--- config.mk ---
export PLATFORM = sky130hd
export DESIGN_NAME = ccr_unit_flat
export DESIGN_NICKNAME = d
export VERILOG_FILES = /design/src/rtl/ccr_unit_if.sv /design/src/rtl/ccr_unit.sv /design/src/flat_wrapper.sv
export SDC_FILE = /design/constraint.sdc
export NUM_CORES = 1
export LEC_CHECK = 0
export CAP_MARGIN = 20
export CORE_MARGIN = 5
export CORE_UTILIZATION = 38
export DETAILED_ROUTE_END_ITERATION = 12
export PLACE_DENSITY = 0.8
export SYNTH_ARGS = -nofsm -noshare
export SYNTH_HDL_FRONTEND = slang
export SYNTH_SLANG_ARGS = --single-unit
--- constraint.sdc ---
create_clock -name CLK -period 2.1 [get_ports CLK]
set_input_delay 0.315 -clock CLK [delete_from_list [all_inputs] [get_ports CLK]]
set_output_delay 0.315 -clock CLK [all_outputs]
set_load 0.01 [all_outputs]
--- src/rtl/ccr_unit_if.sv ---
// ----------------------------------------------------------------------------
// ccr_unit_if : bundle of the flag, write and condition signals around the
//               68000 Condition Code Register unit.
//
// master modport (sequencer / Alu side) drives:
//   c, z, v, n      Alu carry, zero, overflow and sign flags
//   upd_en          latch Alu flags this cycle
//   upd_mask[4:0]   per-bit update enable, order {X,N,Z,V,C}
//   sticky_z        ADDX/SUBX/NEGX Z rule (Z may only clear)
//   wr_en           explicit CCR write this cycle
//   wr_op[1:0]      0=MOVE, 1=AND, 2=OR, 3=EOR
//   wr_data[bits]   operand, only [4:0] is meaningful
//   cond_valid      condition evaluation request
//   cond[3:0]       68000 condition code
// slave modport (ccr_unit) drives:
//   cond_done       one-cycle pulse, result valid
//   cond_true       condition result, held until the next cond_done
//   ccr[4:0]        current {X,N,Z,V,C}
//   x               ccr[4], to the Alu extend input
// ----------------------------------------------------------------------------
interface ccr_unit_if #(
  parameter int bits = 16
);
  logic            c;
  logic            z;
  logic            v;
  logic            n;
  logic            upd_en;
  logic [4:0]      upd_mask;
  logic            sticky_z;
  logic            wr_en;
  logic [1:0]      wr_op;
  logic [bits-1:0] wr_data;
  logic            cond_valid;
  logic [3:0]      cond;
  logic            cond_done;
  logic            cond_true;
  logic [4:0]      ccr;
  logic            x;

  modport master (
    output c, z, v, n, upd_en, upd_mask, sticky_z,
    output wr_en, wr_op, wr_data, cond_valid, cond,
    input  cond_done, cond_true, ccr, x
  );

  modport slave (
    input  c, z, v, n, upd_en, upd_mask, sticky_z,
    input  wr_en, wr_op, wr_data, cond_valid, cond,
    output cond_done, cond_true, ccr, x
  );
endinterface

--- src/rtl/ccr_unit.sv ---
// ----------------------------------------------------------------------------
// ccr_unit : 68000 Condition Code Register {X,N,Z,V,C}.
//   - Latches Alu flags under a per-bit mask (with the sticky-Z rule used by
//     ADDX/SUBX/NEGX), or executes MOVE/ANDI/ORI/EORI to CCR. An explicit
//     write has priority over a flag update in the same cycle.
//   - Evaluates the 16 Bcc/Scc/DBcc conditions with one cycle of latency,
//     fully pipelined; cond_true holds until the next cond_done.
//   - x mirrors ccr[4] for the Alu extend input.
//
// Ports:
//   CLK      system clock, rising edge
//   RESET_N  asynchronous active-low reset
//   bus      ccr_unit_if.slave (see rtl/ccr_unit_if.sv for the signal list)
//
// Build option:
//   CCR_BYPASS_EN  when defined, conditions are evaluated against the
//                  next-state CCR (same-cycle update/write included), so a
//                  Bcc may directly follow a flag-setting op. When undefined,
//                  the registered CCR is used.
// ----------------------------------------------------------------------------
module ccr_unit #(
  parameter int bits = 16
) (
  input  logic      CLK,
  input  logic      RESET_N,
  ccr_unit_if.slave bus
);

  localparam logic [1:0] OP_MOVE = 2'd0;
  localparam logic [1:0] OP_AND  = 2'd1;
  localparam logic [1:0] OP_OR   = 2'd2;
  localparam logic [1:0] OP_EOR  = 2'd3;

  logic [4:0] ccr_r;
  logic       cond_done_r;
  logic       cond_true_r;

  logic [4:0] upd_ccr_s;
  logic [4:0] wr_ccr_s;
  logic [4:0] next_ccr_s;
  logic [4:0] eval_ccr_s;
  logic       unused_wr_data_s;

  // 68000 condition table; takes {N,Z,V,C} only, X never affects a condition.
  function automatic logic cond_eval(input logic [3:0] cc, input logic [3:0] nzvc);
    logic f_n;
    logic f_z;
    logic f_v;
    logic f_c;
    logic res;
    f_n = nzvc[3];
    f_z = nzvc[2];
    f_v = nzvc[1];
    f_c = nzvc[0];
    case (cc)
      4'h0:    res = 1'b1;
      4'h1:    res = 1'b0;
      4'h2:    res = ~f_c & ~f_z;
      4'h3:    res = f_c | f_z;
      4'h4:    res = ~f_c;
      4'h5:    res = f_c;
      4'h6:    res = ~f_z;
      4'h7:    res = f_z;
      4'h8:    res = ~f_v;
      4'h9:    res = f_v;
      4'hA:    res = ~f_n;
      4'hB:    res = f_n;
      4'hC:    res = f_n ~^ f_v;
      4'hD:    res = f_n ^ f_v;
      4'hE:    res = ~f_z & (f_n ~^ f_v);
      4'hF:    res = f_z | (f_n ^ f_v);
      default: res = 1'b0;
    endcase
    return res;
  endfunction

  // Only wr_data[4:0] maps onto the CCR; fold the rest away.
  assign unused_wr_data_s = ^bus.wr_data[bits-1:5];

  // Masked Alu flag update; X copies the carry, Z may only clear when sticky.
  always_comb begin
    upd_ccr_s    = ccr_r;
    upd_ccr_s[4] = bus.upd_mask[4] ? bus.c : ccr_r[4];
    upd_ccr_s[3] = bus.upd_mask[3] ? bus.n : ccr_r[3];
    if (bus.upd_mask[2]) begin
      upd_ccr_s[2] = bus.sticky_z ? (ccr_r[2] & bus.z) : bus.z;
    end else begin
      upd_ccr_s[2] = ccr_r[2];
    end
    upd_ccr_s[1] = bus.upd_mask[1] ? bus.v : ccr_r[1];
    upd_ccr_s[0] = bus.upd_mask[0] ? bus.c : ccr_r[0];
  end

  // Explicit MOVE/ANDI/ORI/EORI to CCR result.
  always_comb begin
    wr_ccr_s = ccr_r;
    case (bus.wr_op)
      OP_MOVE: wr_ccr_s = bus.wr_data[4:0];
      OP_AND:  wr_ccr_s = ccr_r & bus.wr_data[4:0];
      OP_OR:   wr_ccr_s = ccr_r | bus.wr_data[4:0];
      OP_EOR:  wr_ccr_s = ccr_r ^ bus.wr_data[4:0];
      default: wr_ccr_s = ccr_r;
    endcase
  end

  // Next-state select: an explicit write overrides a same-cycle flag update.
  always_comb begin
    next_ccr_s = ccr_r;
    if (bus.wr_en) begin
      next_ccr_s = wr_ccr_s;
    end else if (bus.upd_en) begin
      next_ccr_s = upd_ccr_s;
    end else begin
      next_ccr_s = ccr_r;
    end
  end

`ifdef CCR_BYPASS_EN
  assign eval_ccr_s = next_ccr_s;
`else
  assign eval_ccr_s = ccr_r;
`endif

  // CCR register plus the registered condition result and its done pulse.
  always_ff @(posedge CLK or negedge RESET_N) begin
    if (!RESET_N) begin
      ccr_r       <= 5'b00000;
      cond_done_r <= 1'b0;
      cond_true_r <= 1'b0;
    end else begin
      ccr_r       <= next_ccr_s;
      cond_done_r <= bus.cond_valid;
      if (bus.cond_valid) begin
        cond_true_r <= cond_eval(bus.cond, eval_ccr_s[3:0]);
      end else begin
        cond_true_r <= cond_true_r;
      end
    end
  end

  assign bus.ccr       = ccr_r;
  assign bus.x         = ccr_r[4];
  assign bus.cond_done = cond_done_r;
  assign bus.cond_true = cond_true_r;

endmodule
--- src/flat_wrapper.sv ---
// flat-port wrapper written by rule: the top's interface ports become plain ports
module ccr_unit_flat 
#(
  parameter int bits = 16
)
  (CLK, RESET_N, bus_c, bus_z, bus_v, bus_n, bus_upd_en, bus_upd_mask, bus_sticky_z, bus_wr_en, bus_wr_op, bus_wr_data, bus_cond_valid, bus_cond, bus_cond_done, bus_cond_true, bus_ccr, bus_x);
  ccr_unit_if #(.bits(bits)) bus_i ();
  input  logic CLK;
  input  logic RESET_N;
  input wire logic [$bits(bus_i.c)-1:0] bus_c;
  input wire logic [$bits(bus_i.z)-1:0] bus_z;
  input wire logic [$bits(bus_i.v)-1:0] bus_v;
  input wire logic [$bits(bus_i.n)-1:0] bus_n;
  input wire logic [$bits(bus_i.upd_en)-1:0] bus_upd_en;
  input wire logic [$bits(bus_i.upd_mask)-1:0] bus_upd_mask;
  input wire logic [$bits(bus_i.sticky_z)-1:0] bus_sticky_z;
  input wire logic [$bits(bus_i.wr_en)-1:0] bus_wr_en;
  input wire logic [$bits(bus_i.wr_op)-1:0] bus_wr_op;
  input wire logic [$bits(bus_i.wr_data)-1:0] bus_wr_data;
  input wire logic [$bits(bus_i.cond_valid)-1:0] bus_cond_valid;
  input wire logic [$bits(bus_i.cond)-1:0] bus_cond;
  output wire logic [$bits(bus_i.cond_done)-1:0] bus_cond_done;
  output wire logic [$bits(bus_i.cond_true)-1:0] bus_cond_true;
  output wire logic [$bits(bus_i.ccr)-1:0] bus_ccr;
  output wire logic [$bits(bus_i.x)-1:0] bus_x;
  assign bus_i.c = bus_c;
  assign bus_i.z = bus_z;
  assign bus_i.v = bus_v;
  assign bus_i.n = bus_n;
  assign bus_i.upd_en = bus_upd_en;
  assign bus_i.upd_mask = bus_upd_mask;
  assign bus_i.sticky_z = bus_sticky_z;
  assign bus_i.wr_en = bus_wr_en;
  assign bus_i.wr_op = bus_wr_op;
  assign bus_i.wr_data = bus_wr_data;
  assign bus_i.cond_valid = bus_cond_valid;
  assign bus_i.cond = bus_cond;
  assign bus_cond_done = bus_i.cond_done;
  assign bus_cond_true = bus_i.cond_true;
  assign bus_ccr = bus_i.ccr;
  assign bus_x = bus_i.x;
  ccr_unit #(.bits(bits)) u_core (.CLK(CLK), .RESET_N(RESET_N), .bus(bus_i));
endmodule
==> metrics, run 1 <==
Core Area 1980 um^2; Cells after DPL 148; final wirelength 1800 um; Final Wtd Congestion slightly above 0.8; Critical Path Source u_core.bus.ccr[2]; WP data required 1.78 ns; Mapped Nets about 140; worst reg2reg path endpoint u_core.bus.ccr[2]; post-synthesis sequential element count 7; HPWL after DPL between 1500 and 2000 um; Post-Syn Instances just over 90; worst-path maximum fanout 8; Seq/Total Area, Yosys 0.220; chip width 55.8 um; Largest delay share family, worst path buffers and inverters; DRT Pass-1 Iters 3; CTS clk-pin slew, worst paths 0.05 ns; vias per std cell approximately 5; IO Pins 45; Vias 748; crit path to bus_ccr[2]; Fin. Hold Viols 0; row cnt 16; diode count 0; post-synthesis cell area 797 um^2; Hold Buf Count CTS 0; Worst Hold Class in -> async; Worst-Margin Slew 0.353 ns; top cells by area, synth dfrtp_1 (22%), ha_1 (16%), mux4_2 (14%), inv_1 (7.5%), nand2_1 (6.6%); largest net degree at the start of global routing 11; global-route wire length before repair 2970 um; drt wl/cell ~12 um; Synth cell types 24; Layout Skew 0.00517 ns; GRT overflow 0; GRT Total Usage 0.122; Longest Clk Path Bufs 2; RSZ-0062 raised after global routing false; final period utilization 0.802; Clock Latency Late Sink 0.25 ns; setup TNS 0 ns; die height 55.8 um; Synth area leader dfrtp_1; root buffer cell clkbuf_4; Initial Util 0.402; post-cts sizing count 0; r2r setup slk 0.47 ns; Fmax 594 MHz; crit-path cells clkdlybuf4s50_1; CP max stage cell clkdlybuf4s50_1; Worst Path Arrival 1.37 ns; power per cell area 498 nW/um^2; Syn Area/Cell 8.76 um^2; post-CTS setup buffer count 0; Design Area, Final 1160 um^2; total die area about 3100 um^2; area delta synth->final 46.2%; Worst setup SP type register; Critical Path Stages 1; Max-Cap Viols 0; Post-Layout Cell Count 152; final setup fails 0; Max H-tree Level 1; post-route ant nets 0; vias in the first global route 684; final net count 173; number of CTS-inserted buffers 3; antenna violations before repair 0; Max Slew Vio Count 0; Crit Path Category reg -> out; residual DRC count 0; fin crit period 1.68 ns; CP endpoint kind primary output; Peak VDD IR between 0.0002 and 0.0003 V; Slew headroom 0.764; status finished clean; CTS tree yes; leak pwr 0.000547 uW; First DRT Iteration DRCs 6; fraction of final layout cells sized beyond drive strength 1 0.0960; YS warnings 0; TritonCTS Sinks 7; port buffer count 33; R2R cell count 5; largest stage delay on the critical path 0.60 ns; Buf+Inv Stages, Crit Path 1; Worst R2R Start u_core.bus.ccr[2]; area fraction of the dominant cell type after synthesis 0.220; Post-DP Area 1140 um^2
per-layer routing:
metal  wire (um)  GRT usage  vias up
met5           0          0        -
li1            -          -      378
met3          93     0.0534        0
met4           0     0.0139        0
met2         927      0.204       19
met1         783      0.147      351
worst min path at each step:
stage          cells after the start                  from                    to
2_1_floorplan                      0               RESET_N     u_core.bus.ccr[0]
3_3_place_gp                       2  u_core.bus.cond_true  u_core.bus.cond_true
3_5_place_dp                       2  u_core.bus.cond_true  u_core.bus.cond_true
4_1_cts                            1               RESET_N  u_core.bus.cond_done
5_1_grt                            1               RESET_N     u_core.bus.ccr[4]
6_report                           1               RESET_N     u_core.bus.ccr[4]
state kept, by name (all words and copies together), names as in the netlist:
name                  cells
u_core.bus.ccr            5
u_core.bus.cond_done      1
u_core.bus.cond_true      1
cell usage after synthesis, drive strengths merged:
cell type  count
a31oi          2
dfrtp          7
buf            3
clkbuf         1
mux4           5
o211a          1
a21oi          6
mux2           1
nor2           3
inv           16
o22ai          2
xor2           2
a211o          1
or3            1
o21ai          8
nand2         14
a211oi         1
nand4          1
ha            10
mux2i          5
xnor2          1
per-stage QoR:
stage / setup WS, ns / hold slack (ns) / total power (uW) / utilization
3_3_place_gp: 0.232 / 0.538 / 455 / 0.574
5_1_grt: 0.329 / 0.337 / 636 / 0.588
3_5_place_dp: 0.179 / 0.542 / 467 / 0.574
4_1_cts: 0.396 / 0.324 / 592 / 0.588
6_report: 0.415 / 0.325 / 580 / 0.588
2_1_floorplan: 0.543 / 0.0194 / 336 / -
power breakdown:
group | internal, uW | switching, uW | total, uW
Clock | 72.3 | 47.5 | 120
Combinational | 163 | 105 | 269
Sequential | 155 | 36.6 | 192
Total | 391 | 189 | 580
final cells by class:
cell class / instances / area [um^2]
multi-input cells: 64 / 532
fillers: 173 / 817
repair buffers: 34 / 338
flip-flops and latches: 7 / 175
well taps: 27 / 33.8
inverters: 16 / 60.1
clock buffers: 4 / 26.3
cell usage in the layout (no fill, tap or decap):
cell type,n
a31oi_1,2
nand2_1,14
a211o_1,1
a21oi_1,5
buf_4,1
clkbuf_1,1
clkdlybuf4s50_1,33
dfrtp_1,7
xor2_1,2
ha_1,10
or3_2,1
mux4_2,5
nand4_1,1
mux2i_1,5
o21ai_1,1
a211oi_1,1
nor2_1,3
inv_1,16
o21ai_0,7
o211a_1,1
clkbuf_4,3
xnor2_1,1
o22ai_1,2
mux2_4,1
a21oi_2,1
logic make-up after synthesis:
| family | after synthesis | share of synthesized area |
|---|---|---|
| xor+xnor | 3 | 0.0330 |
| flops | 7 | 0.220 |
| buf+inv | 20 | 0.113 |
| compound gates | 21 | 0.157 |
| simple gates | 19 | 0.0973 |
| fa+ha+maj | 10 | 0.157 |
| mux | 11 | 0.223 |
(Power assumes the default switching activity.)
==> run 2, diff against run 1 <==
CORE_UTILIZATION = 34   (was 38)
PLACE_DENSITY = 0.75   (was 0.8)
clock period = 1.5 ns   (was 2.1 ns; I/O delays follow)
==> metrics, run 2 (synthesis results as in run 1) <==
Slew headroom 0.742; worst reg2reg path endpoint u_core.bus.ccr[4]; die height 58.4 um; Worst R2R Start u_core.bus.ccr[4]; most frequent cells in the layout clkdlybuf4s50_1 (24), buf_4 (20), inv_1 (13), nand2_1 (13), ha_1 (7); status finished clean; leak pwr approximately 0.00067 uW; final net count 192; final wirelength around 2400 um; R2R cell count 5; most common cell after layout, fill and taps aside clkdlybuf4s50_1; Max Slew Vio Count 0; WP data required 1.65 ns; Largest register FFs 5; Max-Cap Viols 0; largest net degree at the start of global routing 11; GRT Total Usage 0.142; Core Area around 2200 um^2; IO Pins 45; fin util 0.608; Clock Latency Late Sink ~0.27 ns; diode count 0; HPWL after DPL a little under 2000 um; DRT Pass-1 Iters 4; row cnt 17; crit path to u_core.bus.ccr[4]; number of CTS-inserted buffers 3; final period utilization 0.982; Worst Hold Class in -> async; vias per std cell between 5 and 6; Worst setup SP type register; CP endpoint kind register; CTS tree yes; Longest Clk Path Bufs 2; total die area 3410 um^2; Fin. Hold Viols 0; post-route ant nets 0; CTS clk-pin slew, worst paths about 0.06 ns; r2r setup slk 0.03 ns; Hold Buf Count CTS 0; final setup fails 0; Critical Path Source u_core.bus.ccr[4]; chip width 58.4 um; Final Wtd Congestion 0.787; Crit Path Category reg -> reg; GRT overflow 0; area delta synth->final 70.3%; Max H-tree Level 1; # fillers 198; fraction of final layout cells sized beyond drive strength 1 0.299; worst-path maximum fanout 3; fin crit period 1.47 ns; First DRT Iteration DRCs 15; drt wl/cell 13.8 um; Worst Path Arrival 1.62 ns; TritonCTS Sinks 7; power per cell area 695 nW/um^2; Worst-Margin Slew about 0.39 ns; Fmax 679 MHz; global-route wire length before repair 3720 um; port buffer count 33; RSZ-0062 raised after global routing true; setup TNS 0 ns; residual DRC count 0; root buffer cell clkbuf_4; Vias about 870; Initial Util 0.357; Layout Skew roughly 0.0048 ns; Peak VDD IR 0.000360 V; vias in the first global route 888; antenna violations before repair 0
run 2: layout make-up:
type                       instances  area [um^2]  area share
multi-input combinational         64          576       0.424
tap                               28         35.0      0.0258
clock buffer                       4         26.3      0.0194
sequential                         7          180       0.133
timing repair buffer              53          480       0.354
inverter                          16         60.1      0.0442
run 2: repair_timing:
item	4_1_cts	5_1_grt
pin swaps	0	1
resized for setup	9	12
buffers inserted	1	1
setup endpoints to repair	7	6
run 2: worst min-delay path by stage:
stage	from	to	slack [ns]	depth (start not counted)
floorplan	RESET_N	u_core.bus.ccr[0]	-0.07	0
global placement	RESET_N	u_core.bus.cond_true	0.51	1
detailed placement	RESET_N	u_core.bus.cond_true	0.52	1
CTS	RESET_N	u_core.bus.cond_true	0.24	1
global route	RESET_N	u_core.bus.cond_done	0.24	1
finish	RESET_N	u_core.bus.cond_done	0.22	1
run 2: per-layer routing:
metal  GRT usage  share of wire  up-vias
met5           0              0        -
met4      0.0662          0.010        0
li1            -              -      418
met3      0.0263          0.055        4
met1       0.139           0.38      418
met2       0.281           0.56       26
run 2: power breakdown:
| part | leakage [uW] | switching, uW | total, uW | internal [uW] |
|---|---|---|---|---|
| Sequential | 0.0000789 | 34.5 | 255 | 221 |
| Combinational | 0.000579 | 207 | 495 | 288 |
| Clock | 0.0000150 | 90.0 | 193 | 103 |
| Total | 0.000673 | 332 | 944 | 612 |
run 2: worst max-delay path, cell delays in order, from the launching register on:
cell     delay (ns)
dfrtp_1        0.40
inv_1          0.06
ha_1           0.27
mux4_2         0.48
nand2_2        0.09
o21ai_2        0.06
run 2: through the flow:
stage               cell area (um^2)  worst slack [ns]  hold WS [ns]  std cells  power [uW]
floorplan                        802            0.0160       -0.0706         91         474
global placement                1270            -0.262         0.512        166         704
detailed placement              1270            -0.309         0.517        166         724
CTS                             1300           0.00927         0.241        171         905
global route                    1360           -0.0458         0.239        172        1010
finish                          1360            0.0276         0.222        172         944
